File: src/rtl/regfile_write_queue_if.sv
// Bundle between the two writeback producers, the register-file write port
// and the forwarding lookup of regfile_write_queue.
interface regfile_write_queue_if #(
  parameter int REGWIDTH = 16,
  parameter int DEPTH    = 4
);
  localparam int CW = $clog2(DEPTH) + 1;

  logic                alu_valid;
  logic [2:0]          alu_reg;
  logic [REGWIDTH-1:0] alu_data;
  logic                alu_ready;
  logic                mem_valid;
  logic [2:0]          mem_reg;
  logic [REGWIDTH-1:0] mem_data;
  logic                mem_ready;
  logic                writeEn;
  logic [2:0]          writeRegSel;
  logic [REGWIDTH-1:0] writeData;
  logic [2:0]          fwd_sel;
  logic                fwd_hit;
  logic [REGWIDTH-1:0] fwd_data;
  logic [CW-1:0]       count;
  logic                err;

  modport master (
    output alu_valid, alu_reg, alu_data, mem_valid, mem_reg, mem_data, fwd_sel,
    input  alu_ready, mem_ready, writeEn, writeRegSel, writeData,
           fwd_hit, fwd_data, count, err
  );

  modport slave (
    input  alu_valid, alu_reg, alu_data, mem_valid, mem_reg, mem_data, fwd_sel,
    output alu_ready, mem_ready, writeEn, writeRegSel, writeData,
           fwd_hit, fwd_data, count, err
  );
endinterface

File: src/rtl/regfile_write_queue.sv
// Serialises ALU and load writebacks onto the single register-file write port,
// with a forwarding lookup over writes still waiting in the queue.
module regfile_write_queue #(
  parameter int REGWIDTH = 16,
  parameter int DEPTH    = 4
) (
  input  logic                  clk,
  input  logic                  rst,
  regfile_write_queue_if.slave  bus
);
  localparam int PW = $clog2(DEPTH);
  localparam int CW = PW + 1;

  logic [PW-1:0]       head_reg, head_next;
  logic [PW-1:0]       tail_reg, tail_next;
  logic [CW-1:0]       count_reg, count_next;
  logic                err_reg, err_next;
  logic [2:0]          tag_mem  [DEPTH];
  logic [REGWIDTH-1:0] data_mem [DEPTH];

  logic                mem_ready, alu_ready;
  logic                mem_push, alu_push, pop;
  logic [PW-1:0]       alu_slot;

  // Readiness looks at occupancy only; the load path owns the last free slot.
  assign mem_ready = count_reg < CW'(DEPTH);
  assign alu_ready = (count_reg < CW'(DEPTH - 1)) |
                     ((count_reg == CW'(DEPTH - 1)) & ~bus.mem_valid);

  assign mem_push  = bus.mem_valid & mem_ready;
  assign alu_push  = bus.alu_valid & alu_ready;
  assign pop       = count_reg != '0;

  // The load entry is older, so the ALU entry lands one slot behind it.
  assign alu_slot   = tail_reg + PW'(mem_push);
  assign head_next  = head_reg + PW'(pop);
  assign tail_next  = tail_reg + PW'(mem_push) + PW'(alu_push);
  assign count_next = count_reg + CW'(mem_push) + CW'(alu_push) - CW'(pop);
  assign err_next   = mem_push & alu_push & (bus.mem_reg == bus.alu_reg);

  always_ff @(posedge clk or negedge rst) begin
    if (!rst) begin
      head_reg  <= '0;
      tail_reg  <= '0;
      count_reg <= '0;
      err_reg   <= 1'b0;
    end else begin
      head_reg  <= head_next;
      tail_reg  <= tail_next;
      count_reg <= count_next;
      err_reg   <= err_next;
    end
  end

  always_ff @(posedge clk) begin
    if (mem_push) begin
      tag_mem[tail_reg]  <= bus.mem_reg;
      data_mem[tail_reg] <= bus.mem_data;
    end
    if (alu_push) begin
      tag_mem[alu_slot]  <= bus.alu_reg;
      data_mem[alu_slot] <= bus.alu_data;
    end
  end

  // Per-age lookup: offset gi from the head, valid only below the occupancy.
  logic [DEPTH-1:0]    fwd_match;
  logic [REGWIDTH-1:0] fwd_cand [DEPTH];
  logic                fwd_hit;
  logic [REGWIDTH-1:0] fwd_data;

  genvar gi;
  generate
    for (gi = 0; gi < DEPTH; gi++) begin : g_fwd
      logic [PW-1:0] slot;
      assign slot          = head_reg + PW'(gi);
      assign fwd_match[gi] = (CW'(gi) < count_reg) && (tag_mem[slot] == bus.fwd_sel);
      assign fwd_cand[gi]  = data_mem[slot];
    end
  endgenerate

  // Younger offsets override older ones, so the entry nearest the tail wins.
  always_comb begin
    fwd_hit  = 1'b0;
    fwd_data = '0;
    for (int i = 0; i < DEPTH; i++) begin
      if (fwd_match[i]) begin
        fwd_hit  = 1'b1;
        fwd_data = fwd_cand[i];
      end
    end
  end

  assign bus.mem_ready   = mem_ready;
  assign bus.alu_ready   = alu_ready;
  assign bus.writeEn     = pop;
  assign bus.writeRegSel = tag_mem[head_reg];
  assign bus.writeData   = data_mem[head_reg];
  assign bus.fwd_hit     = fwd_hit;
  assign bus.fwd_data    = fwd_data;
  assign bus.count       = count_reg;
  assign bus.err         = err_reg;
endmodule

File: src/flat_wrapper.sv
// flat-port wrapper written by rule: the top's interface ports become plain ports
module regfile_write_queue_flat 
#(
  parameter int REGWIDTH = 16,
  parameter int DEPTH    = 4
)
  (clk, rst, bus_alu_valid, bus_alu_reg, bus_alu_data, bus_mem_valid, bus_mem_reg, bus_mem_data, bus_fwd_sel, bus_alu_ready, bus_mem_ready, bus_writeEn, bus_writeRegSel, bus_writeData, bus_fwd_hit, bus_fwd_data, bus_count, bus_err);
  regfile_write_queue_if #(.REGWIDTH(REGWIDTH), .DEPTH(DEPTH)) bus_i ();
  input  logic clk;
  input  logic rst;
  input wire logic [$bits(bus_i.alu_valid)-1:0] bus_alu_valid;
  input wire logic [$bits(bus_i.alu_reg)-1:0] bus_alu_reg;
  input wire logic [$bits(bus_i.alu_data)-1:0] bus_alu_data;
  input wire logic [$bits(bus_i.mem_valid)-1:0] bus_mem_valid;
  input wire logic [$bits(bus_i.mem_reg)-1:0] bus_mem_reg;
  input wire logic [$bits(bus_i.mem_data)-1:0] bus_mem_data;
  input wire logic [$bits(bus_i.fwd_sel)-1:0] bus_fwd_sel;
  output wire logic [$bits(bus_i.alu_ready)-1:0] bus_alu_ready;
  output wire logic [$bits(bus_i.mem_ready)-1:0] bus_mem_ready;
  output wire logic [$bits(bus_i.writeEn)-1:0] bus_writeEn;
  output wire logic [$bits(bus_i.writeRegSel)-1:0] bus_writeRegSel;
  output wire logic [$bits(bus_i.writeData)-1:0] bus_writeData;
  output wire logic [$bits(bus_i.fwd_hit)-1:0] bus_fwd_hit;
  output wire logic [$bits(bus_i.fwd_data)-1:0] bus_fwd_data;
  output wire logic [$bits(bus_i.count)-1:0] bus_count;
  output wire logic [$bits(bus_i.err)-1:0] bus_err;
  assign bus_i.alu_valid = bus_alu_valid;
  assign bus_i.alu_reg = bus_alu_reg;
  assign bus_i.alu_data = bus_alu_data;
  assign bus_i.mem_valid = bus_mem_valid;
  assign bus_i.mem_reg = bus_mem_reg;
  assign bus_i.mem_data = bus_mem_data;
  assign bus_i.fwd_sel = bus_fwd_sel;
  assign bus_alu_ready = bus_i.alu_ready;
  assign bus_mem_ready = bus_i.mem_ready;
  assign bus_writeEn = bus_i.writeEn;
  assign bus_writeRegSel = bus_i.writeRegSel;
  assign bus_writeData = bus_i.writeData;
  assign bus_fwd_hit = bus_i.fwd_hit;
  assign bus_fwd_data = bus_i.fwd_data;
  assign bus_count = bus_i.count;
  assign bus_err = bus_i.err;
  regfile_write_queue #(.REGWIDTH(REGWIDTH), .DEPTH(DEPTH)) u_core (.clk(clk), .rst(rst), .bus(bus_i));
endmodule
File: config.mk
export PLATFORM = sky130hd
export DESIGN_NAME = regfile_write_queue_flat
export DESIGN_NICKNAME = d
export VERILOG_FILES = /design/src/rtl/regfile_write_queue_if.sv /design/src/rtl/regfile_write_queue.sv /design/src/flat_wrapper.sv
export SDC_FILE = /design/constraint.sdc
export NUM_CORES = 1
export LEC_CHECK = 0
export CORE_MARGIN = 2
export CORE_UTILIZATION = 51
export CTS_CLUSTER_DIAMETER = 200
export CTS_CLUSTER_SIZE = 14
export DETAILED_ROUTE_END_ITERATION = 10
export PLACE_DENSITY = 0.87
export SLEW_MARGIN = 10
export SYNTH_ARGS = -nofsm -noshare
export SYNTH_HDL_FRONTEND = slang
export SYNTH_SLANG_ARGS = --single-unit
File: constraint.sdc
create_clock -name clk -period 3 [get_ports clk]
set_clock_uncertainty 0.2 [all_clocks]
set_input_delay 0.3 -clock clk [delete_from_list [all_inputs] [get_ports clk]]
set_output_delay 0.3 -clock clk [all_outputs]
set_load 0.01 [all_outputs]
# Yosys cells after proc, flatten, opt, wreduce, memory -nomap -nowiden
# Memories as Yosys holds them, arrays and structs flattened.
# Cells that the tools add are included.
# Widths: inputs -> output; s select.
# word_totals
output_inout_bits,43
mem_count,2
elab_cells,51
register_bits,8
inputBits,45
mem_bits_rw,76
# op_classes
n_eq_ne,6
n_reduce_logical,5
order_cmp,6
n_mux,12
n_addsub,9
bitwise,7
# mem_list
memory,words,width,rd,rd_ports_with_merged_regs,write_ports,line,source
u_core.data_mem,4,16,4,0,2,regfile_write_queue.sv:19,logic [REGWIDTH-1:0] data_mem [DEPTH];
u_core.tag_mem,4,3,4,0,2,regfile_write_queue.sv:18,logic [2:0] tag_mem [DEPTH];
# ops
op,n
$mux 16,4
$eq 3x3->1,5
$mux 1,8
$add 2x1->2,3
$add 3x1->3,2
$lt 1x3->1 const A,2
$lt 2x3->1 const A,2
$and 1x1->1,5
$add 2x2->2 const B,2
$logic_and 1x1->1,4
$eq 3x2->1 const B,1
$lt 3x2->1 const B,1
$lt 3x3->1 const B,1
$reduce_bool 3->1,1
$sub 3x1->3,1
$add 2x1->2 const B,1
$not 1->1,1
$or 1x1->1,1

# Longest topological paths before layout
# An unclocked memory read counts as a cell.
# logic_depth
word_depth,7
mapped_depth,11
depth_no_buf,8

# Worst setup path before layout
# OpenSTA, ideal clock, no wires.
# synth_timing
path_kind,reg-to-reg
startpoint,register u_core.count_reg[2] (netlist: u_core.bus.count[2])
endpoint,"memory u_core.data_mem[1][0], enable pin"
t_required_ns,2.379
path_stages_with_launch,9
path_slack_ns,-0.101
period_less_slack_ns,3.101
arrival_time_ns,2.479
setup_time_ns,0.421
path_buffers,1
path_cell_list,dfrtp_1 > inv_1 > ha_1 > a31oi_1 > nand2_1 > inv_1 > nand3_1 > clkbuf_1 > o21ai_0
# synth_rtl
item,line,source
"start, declared",regfile_write_queue.sv:16,"logic [CW-1:0] count_reg, count_next;"
"start signal, assigned",regfile_write_queue.sv:50,count_reg <= count_next;
"end, declared",regfile_write_queue.sv:19,

# Final worst setup path
# layout_timing
startpoint,register u_core.head_reg[1]
endpoint,output port bus_fwd_data[14]
# layout_via
elab_chain_cells,7
word_cells_on_any_way,17
classes_between,3 x add/sub; 4 x eq/ne; 4 x mux; 4 x reduce/logical; 2 x memory
# layout_rtl
item,line,source
"start, declared",regfile_write_queue.sv:14,"logic [PW-1:0] head_reg, head_next;"
"start signal, assigned",regfile_write_queue.sv:48,head_reg <= head_next;
$add 2x1->2 / $mem_v2 4x3 (equally long branches),-,
$mem_v2 4x3 / $eq 3x3->1 (equally long branches),-,
$eq 3x3->1 / $logic_and 1x1->1 (equally long branches),regfile_write_queue.sv:77,assign fwd_match[gi] = (CW'(gi) < count_reg) && (tag_mem[slot] == bus.fwd_sel);
$logic_and 1x1->1 / $mux 16 (equally long branches),"regfile_write_queue.sv:77, regfile_write_queue.sv:87",
$mux 16 (2 in a row),regfile_write_queue.sv:87,if (fwd_match[i]) begin
$mux 16 (*),regfile_write_queue.sv:87,
"end, declared",flat_wrapper.sv:24,output wire logic [$bits(bus_i.fwd_data)-1:0] bus_fwd_data;
# Every way passes the cells marked *; elsewhere a longest branch is shown, timed or not.

==> flow_summary.ini <==
[logic_synthesis]
synth_edf_count = 76
synth_most_common_cell = mux2_2
ys_seq_elements = 84
avgSynthCellArea_sq_um = 11.96
syn_area_sq_mm = 0.006482
ys_types = 45
netlist_instances = 542
ys.flop_type = edfxtp_1
yosysTopAreaCell = edfxtp_1
synth_top_area_share_pct = 35.21
yosys_warnings = 0
ys_top_cells_by_area = edfxtp_1 35%, mux2_2 22%, mux2i_1 12%, dfrtp_1 3.1%, o2111a_1 2.8%
synth_nets = 595
yosys-top-cells-count = 124 x mux2_2, 80 x mux2i_1, 76 x edfxtp_1, 23 x clkbuf_1, 22 x nand2_1
ys_seq_area_share_pct = 38.29
async_flop_share_pct = 9.524

[clock_network]
clockBufferDepth = 2
numCtsBuffers = 9
clkTransAtPathRegs_ps = 60
cts_tree = done
cts_root_buffer = clkbuf_16
holdBufCountCts = 0
cts_htree_levels = 3
clock-sinks = 84
insertion_delay_ps = 340

[timing]
finalHoldViolations = 0
final-max-slew-violation-count = 0
layout_setup_ws_ps = -338.6
rsz0062_at_grt = yes
tightest_slew_ps = 589.3
finalCritPeriodShare_pct = 111.3
max_freq_mhz = 299.5
finalCriticalPeriod_ps = 3339
setup_viol = 17
tns_ps = -5370
relSlewSlack_pct = 60.71

[setup_path]
crit_arrival_ps = 2840
crit_path_end_kind = output port
critPathKind = register to output port
cp_top_family = buffers and inverters
cp_slowest_stage_delay_ps = 550
cp_num_buf_inv = 4
startpoint_type = register
r2r_start = u_core.bus.count[2]
cp_slowest_cell = dfrtp_4
path_cells = mux2i_2 > xor2_1 > buf_4 > buf_4 > o21a_1 > buf_6 > o2111a_1 > mux2i_2 > o21a_1 > buf_2
cp.required_ps = 2500
startpoint = u_core.head_reg[1]
cp_max_fo = 12

[die]
core-area_sq_mm = 0.01252
rows = 41
io_pins = 88
die_area_sq_mm = 0.01363
die_h_um = 116.7
die-width_um = 116.7
initial_core_util_pct = 51.79

[cells_and_area]
diodes = 0
drive_gt1_share_pct = 40.70
largest_reg_flops = 64
nFillCells = 842
area_growth_pct = 31.38
post-route-util_pct = 68.04
fin_nets = 709
finalNonFillerCells = 833

[global_route]
grt_pass1_vias = 5275
antenna_found_initial = 0
grt_overflow = 0
grt_usage_pct = 28.62
grt_pass1_wl_um = 29080
grt_max_degree = 68

[pwr]
power_mw = 10.45
ir_worst_vdd_v = 0.0006082
powerDensity_mw_per_mm2 = 1227
p_leak_nw = 3.506

[placed_design]
placedCellCount = 801
io_buffers = 87
gp_congestion = 0.8856
hpwl_um = 12100

[outcome]
status = finished, violations left
violations = setup timing

[detailed_routing]
routed_wl_um = 20530
num_vias = 5250
wl_per_cell_um = 24.65
viasPerCell = 6.303
dr.pass1.iters = 6
antenna_left = 0
drt_iter0_markers = 499
drc = 0

[min_path]
hold_class = input port to asynchronous set/reset pin

[run]
timing.max_cap.violations = 0
## worst register-to-register path, stage by stage, from the launching register on
cell and delay [ps]:
dfrtp_1 350, inv_1 110, ha_1 230, a31oi_1 270, nand2_1 300, inv_1 200
nand3_1 300, buf_4 310, mux2_2 300
## where the power goes
part,internal (mW),switching (mW),total [mW]
logic,3.40,3.63,7.03
clock network,0.897,0.463,1.36
registers,1.77,0.294,2.06
total,6.06,4.39,10.5
## cell usage in the layout (no fill, tap or decap), types with 17 or more instances in the layout
| master | count |
|---|---|
| nor2_1 | 18 |
| buf_4 | 44 |
| mux2_2 | 124 |
| edfxtp_1 | 76 |
| nand2_1 | 22 |
| mux2i_1 | 67 |
| o21a_1 | 17 |
| clkdlybuf4s50_1 | 58 |
## cells by family (layout without fill, tap and decap cells)
group | count (synthesis) | after routing | share of synthesized area, %
adders and majority gates | 8 | 8 | 1.776
DFF | 84 | 84 | 38.29
muxes | 205 | 205 | 34.24
and+or+nand+nor | 74 | 74 | 6.678
AOI/OAI and AO/OA | 93 | 94 | 11.43
buffers and inverters | 56 | 174 | 4.613
xor gates and xnor gates | 22 | 22 | 2.972
## per-layer routing
metal  vias up  wire [um]  track usage, %  share of wire, %
met1      2531       7778           35.27                38
met4         0       1009           17.49               4.9
met2       332      10010           47.21                49
met5         -          0               0                 0
met3        85       1733           4.567               8.4
li1       2302          -               -                 -
## path summary, 6_finish.rpt
path	endpoint	slack, ps	cells past startpoint
max in group asynchronous	u_core.head_reg[1]	2130	1
setup / recovery	bus_fwd_data[14]	-340	10
hold / removal	u_core.bus.err	90	1
min in group clk	u_core.data_mem[3][2]	520	2
hold reg to reg	u_core.bus.count[2]	620	3
setup reg to reg	u_core.data_mem[3][10]	180	8
## metrics by stage
stage / hold WS [ps] / cell area (sq um) / setup WS (ps)
2_1_floorplan: -195.6 / 6490 / 125.1
6_report: 88.77 / 8517 / -338.6
5_1_grt: 116.1 / 8517 / -401.7
3_3_place_gp: 436.4 / 7806 / -274.1
4_1_cts: 88.26 / 8313 / -323.3
3_5_place_dp: 449.7 / 7806 / -357.0
## area by class of cell
| type | instances | area (sq um) | share of cell area (%) |
|---|---|---|---|
| Multi-Input combinational cell | 403 | 3916 | 45.98 |
| Sequential cell | 84 | 2490 | 29.23 |
| Timing Repair Buffer | 149 | 1504 | 17.66 |
| Clock buffer | 11 | 232.7 | 2.732 |
| Tap cell | 172 | 215.2 | 2.527 |
| Clock inverter | 5 | 125.1 | 1.469 |
| Inverter | 9 | 33.78 | 0.3967 |
## timing repair
action,4_1_cts,5_1_grt
pin swaps,6,8
setup endpoints to repair,19,27
hold endpoints to repair,0,0
gates resized for setup,92,29
gates cloned,2,4
buffers inserted,9,4
Power figures use the tool's default switching activity.
